**config.mk**
```make
export PLATFORM = sky130hd
export DESIGN_NAME = multi_lane_toll_controller
export DESIGN_NICKNAME = d
export VERILOG_FILES = /design/src/rtl/multi_lane_toll_controller.sv
export SDC_FILE = /design/constraint.sdc
export NUM_CORES = 1
export LEC_CHECK = 0
export BUFFER_PORTS_ARGS = -buffer_cell sky130_fd_sc_hd__buf_2
export CAP_MARGIN = 20
export CORE_ASPECT_RATIO = 1.75
export CORE_UTILIZATION = 50
export DETAILED_ROUTE_END_ITERATION = 16
export GPL_TIMING_DRIVEN = 1
export PLACE_DENSITY = 0.83
export SYNTH_ARGS = -nofsm -noshare
export SYNTH_HDL_FRONTEND = slang
export SYNTH_SLANG_ARGS = --single-unit
export TNS_END_PERCENT = 30
```
**constraint.sdc**
```tcl
create_clock -name clk -period 2.1 [get_ports clk]
set_input_delay 0.42 -clock clk [delete_from_list [all_inputs] [get_ports clk]]
set_output_delay 0.42 -clock clk [all_outputs]
set_load 0.1 [all_outputs]
```
**src/rtl/multi_lane_toll_controller.sv**
```systemverilog
// -----------------------------------------------------------------------------
// multi_lane_toll_controller
//
// Toll decision engine for NUM_LANES entry lanes that share one synchronous-read
// balance memory. Lane requests are arbitrated round-robin. The granted
// vehicle's balance is read and checked against the toll for its class. On a
// pass the reduced balance is written back and the lane's gate is opened for
// GATE_CYCLES cycles.
//
// Ports:
//   clk, reset     clock; asynchronous active-high reset
//   lane_req       per-lane request level, held until lane_ack
//   lane_id        per-lane vehicle ID, lane i at [i*ID_W +: ID_W]
//   lane_class     per-lane class (0 car, 1 truck)
//   lane_ack       one-cycle accept pulse (READ cycle)
//   lane_done      one-cycle result pulse
//   lane_status    per lane 2 bits: 00 none, 01 pass, 10 fail (sticky)
//   lane_display   per lane 2 bits: 00 off, 01 green, 10 red (sticky)
//   gate_open      per-lane gate drive
//   mem_addr/mem_re/mem_rdata  balance read port (MEM_LAT cycles latency)
//   mem_we/mem_wdata           balance write-back
//   busy           high whenever the FSM is not IDLE
// -----------------------------------------------------------------------------
module multi_lane_toll_controller #(
  parameter int NUM_LANES   = 2,
  parameter int ID_W        = 4,
  parameter int BAL_W       = 8,
  parameter int TOLL_CAR    = 50,
  parameter int TOLL_TRUCK  = 100,
  parameter int MEM_LAT     = 1,
  parameter int GATE_CYCLES = 4
) (
  input  logic                      clk,
  input  logic                      reset,
  input  logic [NUM_LANES-1:0]      lane_req,
  input  logic [NUM_LANES*ID_W-1:0] lane_id,
  input  logic [NUM_LANES-1:0]      lane_class,
  output logic [NUM_LANES-1:0]      lane_ack,
  output logic [NUM_LANES-1:0]      lane_done,
  output logic [2*NUM_LANES-1:0]    lane_status,
  output logic [2*NUM_LANES-1:0]    lane_display,
  output logic [NUM_LANES-1:0]      gate_open,
  output logic [ID_W-1:0]           mem_addr,
  output logic                      mem_re,
  input  logic [BAL_W-1:0]          mem_rdata,
  output logic                      mem_we,
  output logic [BAL_W-1:0]          mem_wdata,
  output logic                      busy
);

  localparam int LANE_W    = (NUM_LANES > 1) ? $clog2(NUM_LANES) : 1;
  localparam int GATE_W    = $clog2(GATE_CYCLES + 1);
  localparam int WAIT_LOAD = (MEM_LAT > 1) ? MEM_LAT - 2 : 0;
  localparam int CNT_W     = (MEM_LAT > 2) ? $clog2(MEM_LAT - 1) : 1;

  localparam logic [BAL_W-1:0]  TOLL_CAR_B   = BAL_W'(TOLL_CAR);
  localparam logic [BAL_W-1:0]  TOLL_TRUCK_B = BAL_W'(TOLL_TRUCK);
  localparam logic [GATE_W-1:0] GATE_LOAD    = GATE_W'(GATE_CYCLES);
  localparam logic [CNT_W-1:0]  CNT_LOAD     = CNT_W'(WAIT_LOAD);

  localparam bit CFG_OK = ((TOLL_CAR >> BAL_W) == 0) && ((TOLL_TRUCK >> BAL_W) == 0) &&
                          (TOLL_CAR >= 0) && (TOLL_TRUCK >= 0) &&
                          (MEM_LAT >= 1) && (GATE_CYCLES >= 1);

  typedef enum logic [1:0] {IDLE, READ, WAIT, CHECK} state_t;

  function automatic logic [BAL_W-1:0] toll_for(input logic cls);
    toll_for = cls ? TOLL_TRUCK_B : TOLL_CAR_B;
  endfunction

  state_t             state, state_nxt;
  logic [LANE_W-1:0]  ptr, ptr_nxt;
  logic [LANE_W-1:0]  grant_q, grant_nxt;
  logic [CNT_W-1:0]   wait_cnt, cnt_nxt;
  logic               cls_q;

  logic [NUM_LANES-1:0] ack_nxt, done_nxt, gate_load;
  logic [ID_W-1:0]      addr_nxt;
  logic                 re_nxt, we_nxt, busy_nxt;
  logic [BAL_W-1:0]     wdata_nxt;
  logic [BAL_W-1:0]     toll;
  logic                 pass;

  logic [1:0] status_q   [NUM_LANES];
  logic [1:0] display_q  [NUM_LANES];
  logic [1:0] status_nxt [NUM_LANES];
  logic [1:0] display_nxt[NUM_LANES];

  logic [GATE_W-1:0] gate_tmr     [NUM_LANES];
  logic [GATE_W-1:0] gate_tmr_nxt [NUM_LANES];

  logic [ID_W-1:0] id_arr [NUM_LANES];

  logic              arb_found;
  logic [LANE_W-1:0] arb_grant;
  logic [LANE_W-1:0] cand;
  int                sum;

  for (genvar i = 0; i < NUM_LANES; i++) begin : g_lane
    assign id_arr[i]              = lane_id[i*ID_W +: ID_W];
    assign lane_status[2*i +: 2]  = status_q[i];
    assign lane_display[2*i +: 2] = display_q[i];
  end

  a_cfg_ok: assert property (@(posedge clk) CFG_OK)
    else $error("multi_lane_toll_controller: toll wider than BAL_W or bad MEM_LAT/GATE_CYCLES");

  // Round-robin search: first requesting lane at or after ptr, wrapping.
  always_comb begin
    arb_found = 1'b0;
    arb_grant = ptr;
    cand      = '0;
    sum       = 0;
    for (int k = 0; k < NUM_LANES; k++) begin
      sum = int'(ptr) + k;
      if (sum >= NUM_LANES) sum = sum - NUM_LANES;
      cand = LANE_W'(sum);
      if (!arb_found && lane_req[cand]) begin
        arb_found = 1'b1;
        arb_grant = cand;
      end
    end
  end

  // FSM next-state and next-output logic; every output is registered below.
  always_comb begin
    state_nxt = state;
    ptr_nxt   = ptr;
    grant_nxt = grant_q;
    cnt_nxt   = wait_cnt;
    addr_nxt  = mem_addr;
    ack_nxt   = '0;
    done_nxt  = '0;
    re_nxt    = 1'b0;
    we_nxt    = 1'b0;
    wdata_nxt = '0;
    gate_load = '0;
    toll      = toll_for(cls_q);
    pass      = (mem_rdata >= toll);
    for (int i = 0; i < NUM_LANES; i++) begin
      status_nxt[i]  = status_q[i];
      display_nxt[i] = display_q[i];
    end

    case (state)
      // Accept: ack, read strobe and address appear in the READ cycle.
      IDLE: begin
        if (arb_found) begin
          state_nxt         = READ;
          grant_nxt         = arb_grant;
          ptr_nxt           = (arb_grant == LANE_W'(NUM_LANES - 1)) ? '0 : arb_grant + 1'b1;
          ack_nxt[arb_grant] = 1'b1;
          re_nxt            = 1'b1;
          addr_nxt          = id_arr[arb_grant];
        end
      end
      // Memory has sampled the read; wait out the remaining latency.
      READ: begin
        if (MEM_LAT > 1) begin
          state_nxt = WAIT;
          cnt_nxt   = CNT_LOAD;
        end else begin
          state_nxt = CHECK;
        end
      end
      WAIT: begin
        if (wait_cnt == '0) state_nxt = CHECK;
        else                cnt_nxt   = wait_cnt - 1'b1;
      end
      // mem_rdata is valid now; decide and register results for the done cycle.
      CHECK: begin
        state_nxt          = IDLE;
        done_nxt[grant_q]  = 1'b1;
        if (pass) begin
          status_nxt[grant_q]  = 2'b01;
          display_nxt[grant_q] = 2'b01;
          we_nxt               = 1'b1;
          wdata_nxt            = mem_rdata - toll;
          gate_load[grant_q]   = 1'b1;
        end else begin
          status_nxt[grant_q]  = 2'b10;
          display_nxt[grant_q] = 2'b10;
        end
      end
      default: state_nxt = IDLE;
    endcase

    busy_nxt = (state_nxt != IDLE);
  end

  // Gate timers run independently of the FSM; a pass reloads, a fail leaves them.
  always_comb begin
    for (int i = 0; i < NUM_LANES; i++) begin
      if (gate_load[i])              gate_tmr_nxt[i] = GATE_LOAD;
      else if (gate_tmr[i] != '0)    gate_tmr_nxt[i] = gate_tmr[i] - 1'b1;
      else                           gate_tmr_nxt[i] = gate_tmr[i];
    end
  end

  always_ff @(posedge clk or posedge reset) begin
    if (reset) begin
      state     <= IDLE;
      ptr       <= '0;
      grant_q   <= '0;
      wait_cnt  <= '0;
      lane_ack  <= '0;
      lane_done <= '0;
      mem_addr  <= '0;
      mem_re    <= 1'b0;
      mem_we    <= 1'b0;
      mem_wdata <= '0;
      busy      <= 1'b0;
      gate_open <= '0;
      for (int i = 0; i < NUM_LANES; i++) begin
        status_q[i]  <= '0;
        display_q[i] <= '0;
        gate_tmr[i]  <= '0;
      end
    end else begin
      state     <= state_nxt;
      ptr       <= ptr_nxt;
      grant_q   <= grant_nxt;
      wait_cnt  <= cnt_nxt;
      lane_ack  <= ack_nxt;
      lane_done <= done_nxt;
      mem_addr  <= addr_nxt;
      mem_re    <= re_nxt;
      mem_we    <= we_nxt;
      mem_wdata <= wdata_nxt;
      busy      <= busy_nxt;
      for (int i = 0; i < NUM_LANES; i++) begin
        status_q[i]  <= status_nxt[i];
        display_q[i] <= display_nxt[i];
        gate_tmr[i]  <= gate_tmr_nxt[i];
        gate_open[i] <= (gate_tmr_nxt[i] != '0);
      end
    end
  end

  // Vehicle class is datapath only; captured on acceptance, no reset needed.
  always_ff @(posedge clk) begin
    if (state == IDLE && arb_found) cls_q <= lane_class[arb_grant];
  end

endmodule

```
==> metrics <==
largest area contributor in the netlist dfrtp_1; 1st-iter DRT viols 21; CP arrival 2110 ps; clock latency on the worst-skew pair 290 ps; CTS Buffer Depth 2; most common flop cell mapped by yosys dfrtp_1; r2r setup slk 150 ps; type of the worst setup path register to register; sequential-to-total area share from yosys stat 0.539; run status finished clean; worst-margin pin slew 728 ps; final setup violation count 0; ys async rst share 0.972; startpoint types register; IO Pins 51; fin crit share 0.927; H-tree depth 2; Final #Nets 252; setup ws final 153 ps; antenna violations before repair 0; routed wire length 3260 um; Total GRT Usage 0.216; most frequent cells in the layout buf_2 (50), dfrtp_1 (35), inv_1 (20); Final Skew 6.97 ps; synthesized area 0.00168 mm^2; Pre-Repair DR Iteration Count 4; most common cell after layout, fill and taps aside buf_2; clock slew at reported path FFs 70 ps; HPWL Detailed 2550 um; routability congestion estimate 0.818; Gate Count Post-Synth 159; CP Capture Type register; EDFF count, synth 1; area of the multi-input gates 666 um^2; layout cells sized above 1 0.341; pre-CTS WS 60.1 ps; highest metal used met4; critical path peak fanout 6; Synth area leaders dfrtp_1 (52%), ha_1 (9.7%), inv_1 (4.7%); Initial Util 0.530; CTS buffer count 5; minimum clock period 1950 ps; setup TNS 0 ps; CTS tree yes; largest net degree at the start of global routing 36; slew margin rel. 0.510; Yosys cell types 36; first-pass GRT wire length 5570 um; Die Wd 45.8 um; met2 WL 1840 um; Critical Path RT 2260 ps; clk sinks 36; Post-DRT Antenna Nets 0; unrepaired setup endpoints after global routing no; IO buf count 50; Final Hold Vio Count 0; Die ar. 0.00361 mm^2; antenna diode count 0; yosys warns 0; WL met1 1160 um; vias in the first global route 1381; die extent in y 78.7 um; Hold WC Path Type primary input to asynchronous set/reset pin; Worst Reg-to-Reg Cells 5; Via-to-Cell Ratio 4.94; Critical R2R Launch cls_q$_DFFE_PP_; met3 wire length 164 um; Max Cap Viol 0; Post-Synthesis Net Count 195; CP Launch Point cls_q$_DFFE_PP_; gr ovfl total 0; area growth from synthesis to layout 25.3%; fraction of synthesized cell area taken by the top area cell type 0.521; vias 1285; DRC Markers 0; Final Max Slew Viols 0; fillers 268; hold_buf cts 0; core area 0.00318 mm^2; flops & latches, synth 36; fmax 514 MHz; WL/cell 12.6 um; clk root buf clkbuf_8; Cell Rows 27; FF+latch area 906 um^2; syn_area_per_cell 10.6 um^2
==> synth_stat cells, types with 2 or more instances <==
| cell | count |
|---|---|
| inv_1 | 21 |
| o21a_1 | 2 |
| nor2_1 | 19 |
| or2_2 | 4 |
| dfrtp_1 | 35 |
| and2_1 | 2 |
| a22oi_1 | 3 |
| nand2_1 | 8 |
| buf_4 | 4 |
| xor2_1 | 4 |
| nor3b_1 | 2 |
| o211ai_1 | 2 |
| nor3_1 | 3 |
| o21bai_1 | 2 |
| ha_1 | 13 |
| a31oi_1 | 3 |
| clkbuf_1 | 2 |
| a21oi_1 | 6 |
| or3_1 | 2 |
| a21o_1 | 2 |
| o21ai_0 | 5 |
==> worst max-delay path: stages, from the launching register on <==
cell      delay (ps)
edfxtp_1         410
buf_4            150
ha_1             250
a311o_1          420
o21a_1           230
or3_1            360
==> timing repair <==
item / 4_1_cts / 5_1_grt
endpoints found under the setup margin: 0 / 1
resized for setup: 0 / 3
endpoints found under the hold margin: 0 / 0
setup buffers: 0 / 1
==> metal layers <==
metal / track usage / vias up
li1: - / 632
met1: 0.193 / 594
met2: 0.399 / 49
met3: 0.0568 / 10
met4: 0.118 / 0
met5: 0 / -
==> cell families (layout without fill, tap and decap cells) <==
kind of cell    count (synthesis)  count (layout)  share of synthesized area
buf+inv                        27              85                     0.0692
fa+ha+maj                      14              14                      0.109
xor+xnor                        4               4                     0.0208
compound gates                 31              31                      0.124
flops                          36              36                      0.539
mux                             2               2                     0.0126
simple gates                   45              45                      0.126
==> path summary, 6_finish.rpt <==
path	end
max reg2reg	gate_open[1]$_DFF_PP0_
max in group asynchronous	grant_q$_DFFE_PP0P_
max	gate_open[1]$_DFF_PP0_
min reg2reg	mem_addr[3]$_DFFE_PP0P_
min	gate_open[1]$_DFF_PP0_
min in group clk	mem_wdata[0]$_DFF_PP0_
==> per-stage QoR <==
step	util	instances	hold slack [ps]	cell area, um^2
final	0.664	260	210	2110
after floorplan	-	159	461	1680
after detailed placement	0.625	251	471	1990
after CTS	0.659	259	219	2090
after global routing	0.664	260	269	2110
after global placement	0.625	251	468	1990
==> cell type report <==
| type | count | share of cell area |
|---|---|---|
| well taps | 43 | 0.0255 |
| clock buffers | 6 | 0.0344 |
| flip-flops and latches | 36 | 0.430 |
| multi-input cells | 96 | 0.316 |
| clock inverters | 2 | 0.0166 |
| repair buffers | 56 | 0.140 |
| inverters | 21 | 0.0374 |
Power is left out: the tool's default activity adds up to more than one toggle a clock period on the data nets, which glitch-free logic cannot reach.
